--- config.mk ---
export PLATFORM = sky130hd
export DESIGN_NAME = pipe_stage_skid
export DESIGN_NICKNAME = d
export VERILOG_FILES = /design/src/rtl/pipe_stage_skid.sv
export SDC_FILE = /design/constraint.sdc
export NUM_CORES = 1
export LEC_CHECK = 0
export ABC_CLOCK_PERIOD_IN_PS = 5600
export CAP_MARGIN = 20
export CORE_MARGIN = 8
export CORE_UTILIZATION = 51
export CTS_CLUSTER_SIZE = 40
export DETAILED_ROUTE_END_ITERATION = 8
export GPL_TIMING_DRIVEN = 1
export PLACE_DENSITY = 0.81
export SYNTH_ARGS = -nofsm -noshare
export SYNTH_HDL_FRONTEND = slang
export SYNTH_SLANG_ARGS = --single-unit
export TNS_END_PERCENT = 5
--- constraint.sdc ---
create_clock -name clk -period 5.6 [get_ports clk]
set_input_delay 1.12 -clock clk [delete_from_list [all_inputs] [get_ports clk]]
set_output_delay 1.12 -clock clk [all_outputs]
set_load 0.03 [all_outputs]
--- src/rtl/pipe_stage_skid.sv ---
// Elastic inter-stage pipeline register: valid/ready handshake over a 2-entry skid buffer,
// honouring the global stall vector and a synchronous flush. Optional macro: PIPE_STAGE_PERF_EN.
module pipe_stage_skid #(
  parameter int unsigned        DATA_W     = 72,
  parameter int unsigned        STALL_W    = 6,
  parameter int unsigned        STAGE_IDX  = 3,
  parameter logic [DATA_W-1:0]  BUBBLE_VAL = '0
) (
  input  logic               clk,
  input  logic               rst,
  input  logic [STALL_W-1:0] stall,
  input  logic               flush,
  input  logic               in_valid,
  output logic               in_ready,
  input  logic [DATA_W-1:0]  in_data,
  output logic               out_valid,
  input  logic               out_ready,
  output logic [DATA_W-1:0]  out_data,
  output logic [1:0]         occupancy,
  output logic [31:0]        perf_bubble_cnt
);

  // Encoding doubles as the occupancy count.
  typedef enum logic [1:0] {
    StEmpty = 2'd0,
    StBusy  = 2'd1,
    StFull  = 2'd2
  } state_e;

  state_e              state_q, state_d;
  logic [DATA_W-1:0]   main_q, main_d;
  logic [DATA_W-1:0]   skid_q, skid_d;

  logic hold_in, hold_out;
  logic in_xfer, out_xfer;

  assign hold_in  = stall[STAGE_IDX];
  assign hold_out = stall[STAGE_IDX+1];

  // Only two stall bits matter to this stage; the rest are intentionally ignored.
  logic unused_stall;
  assign unused_stall = ^stall;

  assign in_ready  = (state_q != StFull) && !hold_in && !flush;
  assign out_valid = (state_q != StEmpty) && !hold_out;
  assign in_xfer   = in_valid && in_ready;
  assign out_xfer  = out_valid && out_ready;
  assign out_data  = main_q;
  assign occupancy = state_q;

  always_comb begin
    state_d = state_q;
    main_d  = main_q;
    skid_d  = skid_q;
    if (flush) begin
      // A head that transfers this cycle has already been seen downstream.
      state_d = StEmpty;
      main_d  = BUBBLE_VAL;
      skid_d  = BUBBLE_VAL;
    end else begin
      unique case (state_q)
        StEmpty: begin
          if (in_xfer) begin
            main_d  = in_data;
            state_d = StBusy;
          end
        end
        StBusy: begin
          if (in_xfer && out_xfer) begin
            main_d = in_data;
          end else if (in_xfer) begin
            skid_d  = in_data;
            state_d = StFull;
          end else if (out_xfer) begin
            main_d  = BUBBLE_VAL;
            state_d = StEmpty;
          end
        end
        StFull: begin
          if (out_xfer) begin
            main_d  = skid_q;
            skid_d  = BUBBLE_VAL;
            state_d = StBusy;
          end
        end
        default: begin
          state_d = StEmpty;
          main_d  = BUBBLE_VAL;
          skid_d  = BUBBLE_VAL;
        end
      endcase
    end
  end

  always_ff @(posedge clk or posedge rst) begin
    if (rst) begin
      state_q <= StEmpty;
      main_q  <= BUBBLE_VAL;
      skid_q  <= BUBBLE_VAL;
    end else begin
      state_q <= state_d;
      main_q  <= main_d;
      skid_q  <= skid_d;
    end
  end

`ifdef PIPE_STAGE_PERF_EN
  logic [31:0] perf_cnt_q, perf_cnt_d;

  // Counts edges with nothing offered downstream; wraps naturally, survives flush.
  always_comb begin
    perf_cnt_d = perf_cnt_q;
    if (!out_valid) begin
      perf_cnt_d = perf_cnt_q + 32'd1;
    end
  end

  always_ff @(posedge clk or posedge rst) begin
    if (rst) begin
      perf_cnt_q <= 32'd0;
    end else begin
      perf_cnt_q <= perf_cnt_d;
    end
  end

  assign perf_bubble_cnt = perf_cnt_q;
`else
  assign perf_bubble_cnt = 32'd0;
`endif

endmodule
**Yosys cells after proc, flatten, opt, wreduce, memory -nomap -nowiden**

Index checks and enable logic that the tools add are counted.

- Eq/ne operators: 11
- Mux-type cells: 17
- Reduce and logical (&&, ||, !) cells: 14

Operators by type and width:

| kind | count |
|---|---|
| $mux 72 | 8 |
| $pmux 72 s3 | 2 |
| $mux 2 | 6 |
| $ne 3x3->1 const B | 4 |
| $ne 4x4->1 const B | 3 |
| $reduce_and 4->1 | 3 |
| $logic_and 1x1->1 | 6 |
| $pmux 2 s3 | 1 |
| $ne 2x2->1 const B | 2 |
| $logic_not 1->1 | 3 |
| $eq 2x1->1 const B | 1 |
| $eq 2x2->1 const B | 1 |
| $logic_not 2->1 | 1 |
| $reduce_bool 2->1 | 1 |

- Register bits after elaboration: 146
- Bits of input ports: 83
- Output and inout port bits: 108
- Logic and storage cells: 45

**Logic depth before layout (Yosys ltp)**

Gate-level depths: netlist (run 1).

- Word-level depth: 8
- Gate-level depth with buffers: 7

**Worst setup path after synthesis (run 1)**

OpenSTA, ideal clock, no wires.

- Path type: input port to output port
- Start point: input flush
- End point: output in_ready
- Arrival: 1981 ps
- Required time: 4480 ps
- Path slack: 2499 ps
- Stages on the path: 2
- Cells stage by stage: clkbuf_1 -> nor3_1

- Cells in the longest elaborated chain, start to end: 2

Ends and longest elaborated chain:

| element | line | RTL |
|---|---|---|
| start: declaration | 12 | `input logic flush,` |
| $logic_not 1->1 | 44 | `assign in_ready = (state_q != StFull) && !hold_in && !flush;` |
| $logic_and 1x1->1 | 44 |  |
| end: declaration | 14 | `output logic in_ready,` |

Every way passes these cells.

**Final worst setup path (run 1)**

- Start point: input stall[3]
- End point: output in_ready

- Cells in the longest elaborated chain, start to end: 3

Ends and longest elaborated chain:

| element | line | RTL |
|---|---|---|
| start: declaration | 11 | `input logic [STALL_W-1:0] stall,` |
| $logic_not 1->1 | 44 |  |
| $logic_and 1x1->1 (2 in series) | 44 |  |

Every way passes these cells.

==> run_results.csv, run 1 <==
group,metric,value,unit
sta,final-hold-violation-count,0,
route,drc,0,
floorplanning,num_rows,46,
sta,fin_crit,3.70,ns
power,seqPwrFrac,39.2,%
synthesis,avgSynthCellArea,11.9,sq um
placement,portBuffers,154,
floorplanning,io-pin-count,191,
power,p_clk_share,38.2,%
global_routing,grt_pass1_vias,6352,
sta,setup_violations,0,
route,viasPerCell,5.47,
clocking,cts.hold.buffers_added,0,
route,vias,5742,
synthesis,synth_warnings,0,
route,final_antenna_net_count,0,
min_path,hp-class,"register to register",
worst_setup_path,crit_type,"primary input to primary output",
floorplanning,die_height,143,um
final_layout,area_growth,25.7,%
global_routing,grt_antenna_before_repair,1,
synthesis,syn_inst,694,
power,p_leak,4.23,nW
clocking,cts_tree,"yes",
global_routing,grt_overflow,0,
worst_setup_path,endpoint_kind,"primary output",
floorplanning,initial_core_util,52.0,%
synthesis,yosys-top-cells-count,"dfrtp_1 (146), mux2i_1 (144), nand2b_1 (75)",
sta,fin_setup_tns,0,ns
route,dr.first_iter.drc_count,330,
synthesis,synth_edf_count,0,
synthesis,async_reset_ff_share,100,%
sta,rsz0062_at_grt,"false",
sta,hold-worst-slack,0.512,ns
global_routing,grt_max_degree,109,
floorplanning,coreArea,0.0158,sq mm
power,finalPower,0.00298,W
clocking,cts_root_buf,"clkbuf_16",
synthesis,synth_seq_cells,146,
route,dr.pass1.iters,4,
clocking,postCtsSetupBuffers,0,
sta,finalMaxSlewViolations,0,
floorplanning,die_x,143,um
power,switchingPower,0.000846,W
worst_setup_path,cp_max_fo,3,
floorplanning,die-area,0.0204,sq mm
clocking,cts_buffer_depth,2,
synthesis,synth_flop_cell,"dfrtp_1",
run,drv_cap,0,
power,combPwrFrac,22.5,%
synthesis,synth_most_common_cell,"dfrtp_1",
power,peakVddDrop,188,uV
clocking,post_cts_resized,0,
power,p_int,0.00213,W
power,powerDensity,288,mW/mm^2
final_layout,final_util,65.3,%
synthesis,yosys-top-cells-area,"dfrtp_1 (44%), mux2i_1 (18%), mux2_4 (13%), o2bb2ai_1 (7.7%), nand2b_1 (5.7%)",
synthesis,yosysTopAreaCellShare,44.4,%
placement,place_inst,1016,
outcome,outcome,"completed",
clocking,htreeDepth,4,
worst_setup_path,worst_ep_required_time,4.48,ns
sta,slew_headroom,32.5,%
sta,tightestPinTransition,1.01,ns
synthesis,synth_area,0.00822,sq mm
power,switching_share,28.4,%
clocking,path_clk_slew,0.06,ns
clocking,cts_buffers,17,
synthesis,ys_seq_area_share,44.4,%
final_layout,drive_gt1_share,14.4,%
sta,fmax,270,MHz
final_layout,fin_cells,1049,
synthesis,yosysUniqueCellTypes,27,
clocking,clock_latency,0.41,ns
final_layout,n_antenna_cell,0,
global_routing,grt_usage,20.4,%
sta,fin_skew,0.00828,ns
placement,place.gp.congestion,0.743,
worst_setup_path,crit_arrival,2.58,ns
final_layout,fin_nets,903,
route,routed_wl,20.2,mm
route,detail_route.wl_per_cell,19.3,um
sta,min_period_over_period,66.0,%
global_routing,grt_first_pass_wirelength,33.2,mm
synthesis,yosys.area.top_type,"dfrtp_1",
clocking,clock-sinks,146,
placement,place_hpwl,13.0,mm
worst_setup_path,setup.worst_path.start_class,"primary input",
[power by group through the flow]
stage	combinational (W)	sequential, W	clock (W)
after floorplan	0.000317	0.00130	0
after global placement	0.000658	0.00118	0
after detailed placement	0.000671	0.00119	0
after CTS	0.000675	0.00117	0.00116
after global routing	0.000711	0.00118	0.00121
final	0.000672	0.00117	0.00114
[metrics by stage]
| step | worst slack [ns] | cell area, sq um |
|---|---|---|
| after floorplan | 0.557 | 8340 |
| after global placement | 1.86 | 9690 |
| after detailed placement | 1.74 | 9720 |
| after CTS | 1.88 | 10300 |
| after global routing | 1.85 | 10300 |
| final | 1.90 | 10300 |
[cells by family (layout without fill, tap and decap cells)]
logic type	Yosys count	after routing	share of synthesized area [%]
AO/OA/AOI/OAI	78	78	8.18
buffers and inverters	89	197	6.74
flip-flops	146	146	44.4
multiplexers	216	216	30.6
other	1	32	0.0456
AND/OR/NAND/NOR	164	164	10.0
[state kept, by name, indices dropped and copies added (netlist names)]
name / count
occupancy: 2
skid_q: 72
out_data: 72
[worst max-delay path, stage by stage]
cell	delay [ns]
clkdlybuf4s50_1	0.45
nor3_1	0.27
clkdlybuf4s50_1	0.73
[layout by cell type, fill, tap and decap left out, types with 2 or more instances in the layout]
cell type        netlist  routed
nor2b_1                3       3
mux2i_1              144     144
nor3_1                 2       2
mux2_2                 2       2
conb_1                 1      32
clkbuf_8               0       4
clkbuf_1              20       2
clkinv_2               0       4
nand2_1               73      73
dfrtp_1              146     145
buf_16                 0       2
clkinvlp_4             0       2
o2bb2ai_1             72      72
mux2_4                70      70
clkdlybuf4s50_1        0     153
buf_4                 36       8
clkbuf_16              0      17
nor2_1                 7       7
bufinv_16              0       2
nand2b_1              75      75
[final cells by class]
cell class	instances	area (sq um)
multi-input combinational	490	4160
fill	1190	5490
tap	216	270
sequential	146	3660
clock buffer	23	488
clock inverter	9	104
timing repair buffer	164	1650
inverter	1	8.76
[final timing paths]
path                              startpoint  slack [ns]      endpoint  depth (start not counted)
worst min register to register  out_data[15]        0.51  out_data[15]                          1
min in group asynchronous                rst        0.99  out_data[47]                          2
worst min-delay path            out_data[15]        0.51  out_data[15]                          1
worst max-delay path                stall[3]        1.90      in_ready                          3
worst max register to register  occupancy[1]        2.22    skid_q[17]                          4
max in group asynchronous                rst        3.32    skid_q[20]                          4
[routing by layer]
metal,global-route usage (%),part of all wire (%)
met1,24.9,42
met2,34.6,50
met3,5.48,6.8
met4,6.21,1.2
met5,0,0.054
(Power assumes the default switching activity.)
==> run 2, diff against run 1 <==
- ABC_CLOCK_PERIOD_IN_PS: 5600 -> 3400
- CORE_UTILIZATION: 51 -> 46
- PLACE_DENSITY: 0.81 -> 0.77
- clock period: 5.6 -> 3.4 ns (I/O delays scaled with it)
==> run 2 against run 1 <==
Against the previous run: largest cell class unchanged; hold slack worse by 0.0049 ns; final cell count up 1.8%; clock power up 57%; highest routed layer is now met4; sequential power rose by 64%; wire length is 2.6% lower; via count down 2.5%; largest power group unchanged; sequential share of layout area down 0.31 points; power increased by 62%; combinational power up 67%; global-route usage is 2.7 points lower.
==> run_results.csv, run 2 (synthesis results as in run 1) <==
group,metric,value,unit
outcome,outcome,"completed",
global_routing,grt_max_degree,105,
sta,slew_headroom,48.7,%
sta,finalMaxSlewViolations,0,
placement,place_hpwl,12.4,mm
route,drc,0,
clocking,postCtsSetupBuffers,0,
worst_setup_path,endpoint_kind,"primary output",
sta,rsz0062_at_grt,"false",
worst_setup_path,crit_arrival,2.26,ns
worst_setup_path,crit_type,"register to primary output",
final_layout,drive_gt1_share,15.1,%
sta,fin_setup_tns,0,ns
clocking,cts_root_buf,"clkbuf_16",
final_layout,layout_common_cells,"clkdlybuf4s50_1 (153), dfrtp_1 (145), mux2i_1 (144), nand2b_1 (75), nand2_1 (73)",
floorplanning,coreArea,0.0178,sq mm
route,final_antenna_net_count,0,
run,drv_cap,0,
route,routed_wl,19.7,mm
sta,fin_skew,0.0101,ns
sta,tightestPinTransition,0.769,ns
route,dr.first_iter.drc_count,250,
sta,fmax,340,MHz
worst_setup_path,worst_ep_required_time,2.72,ns
clocking,clock_latency,0.41,ns
final_layout,area_growth,26.8,%
power,powerDensity,463,mW/mm^2
final_layout,final_common_cell,"clkdlybuf4s50_1",
global_routing,use_met3,4.51,%
final_layout,final_util,58.6,%
clocking,cts_buffer_depth,2,
route,dr.pass1.iters,5,
sta,min_period_over_period,86.6,%
clocking,cts_buffers,17,
clocking,cts.hold.buffers_added,0,
worst_setup_path,setup.worst_path.start_class,"register",
min_path,hp-class,"register to register",
floorplanning,die_x,150,um
clocking,cts_tree,"yes",
placement,place.gp.congestion,0.758,
floorplanning,io-pin-count,191,
floorplanning,die-area,0.0224,sq mm
sta,setup_violations,0,
power,p_leak,4.26,nW
sta,fin_crit,2.94,ns
global_routing,grt_overflow,0,
floorplanning,initial_core_util,46.3,%
floorplanning,die_height,150,um
final_layout,fin_nets,909,
clocking,path_clk_slew,0.06,ns
sta,final-hold-violation-count,0,
worst_setup_path,cp_max_fo,40,
final_layout,fillCellCount,1524,
global_routing,grt_antenna_before_repair,0,
floorplanning,num_rows,49,
global_routing,grt_use_met1,22.8,%
placement,portBuffers,154,
global_routing,grt_usage,17.7,%
final_layout,n_antenna_cell,0,
global_routing,grt_first_pass_wirelength,31.8,mm
route,detail_route.wl_per_cell,18.4,um
global_routing,grtUsageMet2,29.1,%
power,peakVddDrop,327,uV
clocking,clock-sinks,146,
global_routing,top_usage_layer,"met2",
route,vias,5599,
global_routing,grt_pass1_vias,5905,
route,viasPerCell,5.24,
clocking,htreeDepth,4,
clocking,post_cts_resized,0,
==> run 2: final cells by class <==
class | instances | area [sq um] | area share [%]
Clock buffer | 20 | 457 | 4.38
Inverter | 1 | 7.51 | 0.0720
Clock inverter | 12 | 108 | 1.03
Tap cell | 229 | 287 | 2.75
Timing Repair Buffer | 170 | 1760 | 16.8
Multi-Input combinational cell | 490 | 4160 | 39.8
Sequential cell | 146 | 3660 | 35.1
==> run 2: final timing paths <==
path / startpoint / to / slack (ns) / cells after the start
max reg2reg: occupancy[1] / out_data[30] / 1.01 / 4
max in group asynchronous: rst / skid_q[52] / 2.16 / 3
min: out_data[52] / out_data[52] / 0.51 / 1
max: occupancy[1] / in_ready / 0.46 / 3
min reg2reg: out_data[52] / out_data[52] / 0.51 / 1
min in group asynchronous: rst / out_data[55] / 0.79 / 3
==> run 2: per-stage QoR <==
| step | cell area (sq um) | hold slack, ns | power (W) | setup slack, ns | instances |
|---|---|---|---|---|---|
| 6_report | 10400 | 0.508 | 0.00483 | 0.457 | 1068 |
| 5_1_grt | 10400 | 0.525 | 0.00504 | 0.357 | 1068 |
| 4_1_cts | 10400 | 0.512 | 0.00489 | 0.401 | 1068 |
| 3_5_place_dp | 9860 | 0.491 | 0.00308 | 0.724 | 1036 |
| 3_3_place_gp | 9860 | 0.492 | 0.00306 | 0.740 | 1036 |
| 2_1_floorplan | 8340 | 0.514 | 0.00266 | 0.887 | 725 |
==> run 2: critical path, cell delays in order, from the launching register on <==
cell             delay [ns]
dfrtp_4                0.86
nor2b_1                0.32
nor3_1                 0.07
clkdlybuf4s50_1        0.60
==> run 2: power by group <==
group | internal (W) | total, W | switching (W)
Combinational | 0.000525 | 0.00112 | 0.000590
Clock | 0.00105 | 0.00179 | 0.000746
Sequential | 0.00185 | 0.00192 | 0.0000744
Total | 0.00342 | 0.00483 | 0.00141
==> run 2: layer usage <==
metal / share of wire (%) / routed length (um)
met1: 46 / 9130
met5: 0 / 0
met4: 0.95 / 187
met3: 5.7 / 1130
met2: 47 / 9230
==> run 3, diff against run 2 <==
- ABC_AREA: default -> 1
- CORE_UTILIZATION: 46 -> 47
- PLACE_DENSITY: 0.77 -> 0.78
==> run 3 against run 2 <==
Against the previous run: core utilization up 0.66 points; synthesized cell count up 91%; area after synthesis up 6.2%; clock skew up 0.0043 ns; clock-buffer cell count up 1; worst setup slack better by 0.065 ns; clock power up 20%; critical path type unchanged; critical path depth up 3; die area up 3.5%; highest routed layer unchanged; global-route usage up 4.4 points.
==> run_results.csv, run 3 <==
group,metric,value,unit
outcome,outcome,"completed",
run,drv_cap,0,
global_routing,grt_pass1_vias,8332,
global_routing,grt_first_pass_wirelength,42.8,mm
sta,fin_setup_tns,0,ns
worst_setup_path,crit_start,"occupancy[1]",
global_routing,grt_antenna_before_repair,0,
power,finalPower,0.00824,W
sta,min_period_over_period,84.7,%
worst_setup_path,crit_arrival,2.20,ns
sta,fin_crit,2.88,ns
sta,layout_setup_ws,0.521,ns
worst_setup_path,setup.worst_path.start_class,"register",
synthesis,avgSynthCellArea,6.59,sq um
power,p_leak,5.77,nW
synthesis,yosys.area.top_type,"dfrtp_1",
final_layout,fillCellCount,1691,
placement,post_dp_cell_area,0.0103,sq mm
worst_setup_path,path_cells,"buf_4, inv_2, nand2_2, inv_1, nor2_1, clkdlybuf4s50_1",
power,peakVddDrop,395,uV
floorplanning,io-pin-count,191,
final_layout,fin_nets,1504,
clocking,path_clk_slew,0.06,ns
route,final_antenna_net_count,0,
final_layout,layout_common_cells,"nand2_1 (441), nand3_1 (220), clkdlybuf4s50_1 (153), inv_1 (147), dfrtp_1 (145)",
final_layout,design_area,0.0109,sq mm
final_layout,n_antenna_cell,0,
worst_setup_path,endpoint,"out_valid",
worst_setup_path,crit_family,"buffers and inverters",
floorplanning,die-area,0.0232,sq mm
worst_setup_path,cp_max_fo,39,
worst_setup_path,path_depth,6,
final_layout,final_common_cell,"nand2_1",
placement,pre_cts_slack,0.586,ns
route,drc,0,
sta,slew_headroom,45.1,%
sta,final-hold-violation-count,0,
clocking,postCtsSetupBuffers,0,
clocking,cts_root_buf,"clkbuf_16",
route,detail_route.wl_per_cell,15.4,um
clocking,cts_tree,"yes",
worst_setup_path,slowest_stage,"clkdlybuf4s50_1",
synthesis,yosysTopAreaCellShare,41.8,%
clocking,clock-sinks,146,
worst_setup_path,endpoint_kind,"primary output",
min_path,min_from,"skid_q[11]",
global_routing,grt_overflow,0,
placement,place_hpwl,15.4,mm
global_routing,grt_max_degree,108,
worst_setup_path,crit_buf_inv,4,
synthesis,synth_flop_cell,"dfrtp_1",
floorplanning,initial_core_util,47.3,%
route,dr.pass1.iters,5,
sta,tightestPinTransition,0.823,ns
clocking,cts_buffers,17,
clocking,clock_latency,0.43,ns
floorplanning,die_x,152,um
worst_setup_path,worst_ep_required_time,2.72,ns
route,viasPerCell,5.20,
placement,portBuffers,154,
sta,fin_skew,0.0144,ns
synthesis,syn_inst,1325,
floorplanning,die_height,152,um
min_path,hp-class,"register to register",
synthesis,yosys-top-cells-area,"dfrtp_1 (42%), nand2_1 (19%), nand3_1 (13%), inv_1 (6.4%), nor3_1 (4.1%)",
floorplanning,coreArea,0.0185,sq mm
route,vias,8664,
placement,place.gp.congestion,0.791,
route,dr.first_iter.drc_count,716,
worst_setup_path,rrSetupSlack,0.72,ns
clocking,cts_buffer_depth,2,
clocking,htreeDepth,4,
worst_setup_path,r2r-end,"skid_q[31]",
synthesis,synth_seq_cells,146,
final_layout,drive_gt1_share,4.82,%
floorplanning,num_rows,50,
synthesis,ys_seq_area_share,41.8,%
synthesis,async_reset_ff_share,100,%
clocking,post_cts_resized,0,
clocking,cts.hold.buffers_added,0,
power,powerDensity,753,mW/mm^2
synthesis,synth_most_common_cell,"nand2_1",
synthesis,synth_area,0.00873,sq mm
worst_setup_path,r2r_cells,10,
final_layout,area_growth,25.3,%
worst_setup_path,cpPeakStageDelay,0.67,ns
synthesis,yosysUniqueCellTypes,18,
synthesis,synth_edf_count,0,
worst_setup_path,crit_type,"register to primary output",
synthesis,yosys-top-cells-count,"nand2_1 (443), nand3_1 (220), inv_1 (149)",
sta,setup_violations,0,
synthesis,synth_warnings,0,
worst_setup_path,r2r_start,"occupancy[1]",
sta,finalMaxSlewViolations,0,
sta,rsz0062_at_grt,"false",
sta,fmax,347,MHz
route,routed_wl,25.7,mm
global_routing,grt_usage,22.1,%
run 3: changes by cell type after synthesis, moves of 72 or more:
| cell | previous run | this run |
|---|---|---|
| nand2_1 | 73 | 443 |
| nand3_1 | 1 | 220 |
| inv_1 | 1 | 149 |
| mux2i_1 | 144 | 0 |
| nand2b_1 | 75 | 0 |
| nor2_1 | 7 | 80 |
| o21ai_0 | 0 | 72 |
| o2bb2ai_1 | 72 | 0 |
run 3: per-stage QoR:
step | instances | util, % | hold slack (ns)
final | 1667 | 59.3 | 0.472
after detailed placement | 1635 | 55.6 | 0.459
after global placement | 1635 | 55.6 | 0.454
after floorplan | 1356 | - | 0.443
after global routing | 1667 | 59.3 | 0.488
after CTS | 1666 | 59.2 | 0.474
run 3: final cells by class:
class	instances	area [sq um]	area share, %
Clock buffer	21	460	4.21
Clock inverter	10	205	1.87
Inverter	154	584	5.34
Multi-Input combinational cell	925	3980	36.4
Sequential cell	146	3650	33.4
Tap cell	234	293	2.67
Timing Repair Buffer	177	1770	16.1
run 3: tightest hold or removal path, stage by stage, from the launching register on:
cell and delay (ns):
dfrtp_1 0.34, nand2_1 0.05, nand2_1 0.04
run 3: cells by family after synthesis:
logic type      count (synthesis)  synth area share (%)
flops                         146                  41.8
simple gates                  818                  39.5
other cells                     1                0.0429
buf+inv                       285                  14.2
compound gates                 75                  4.41
run 3: routing by layer:
| metal | global-route usage (%) | part of all wire, % | wire, um |
|---|---|---|---|
| met1 | 28.4 | 44 | 11200 |
| met2 | 36.1 | 47 | 12200 |
| met3 | 6.18 | 7.8 | 2000 |
| met4 | 5.43 | 1.1 | 289 |
| met5 | 0 | 0 | 0 |
run 3: where the power goes:
part	internal (W)	switching, W	leakage [nW]
Clock	0.00141	0.000738	0.319
Sequential	0.00220	0.000266	1.97
Combinational	0.00118	0.00245	3.48
run 3: worst min path at each step:
stage / endpoint / slack, ns / cells past startpoint
3_3_place_gp: skid_q[42] / 0.45 / 2
3_5_place_dp: skid_q[52] / 0.46 / 2
2_1_floorplan: skid_q[0] / 0.44 / 2
6_report: skid_q[11] / 0.47 / 2
4_1_cts: skid_q[67] / 0.47 / 2
5_1_grt: skid_q[18] / 0.49 / 2
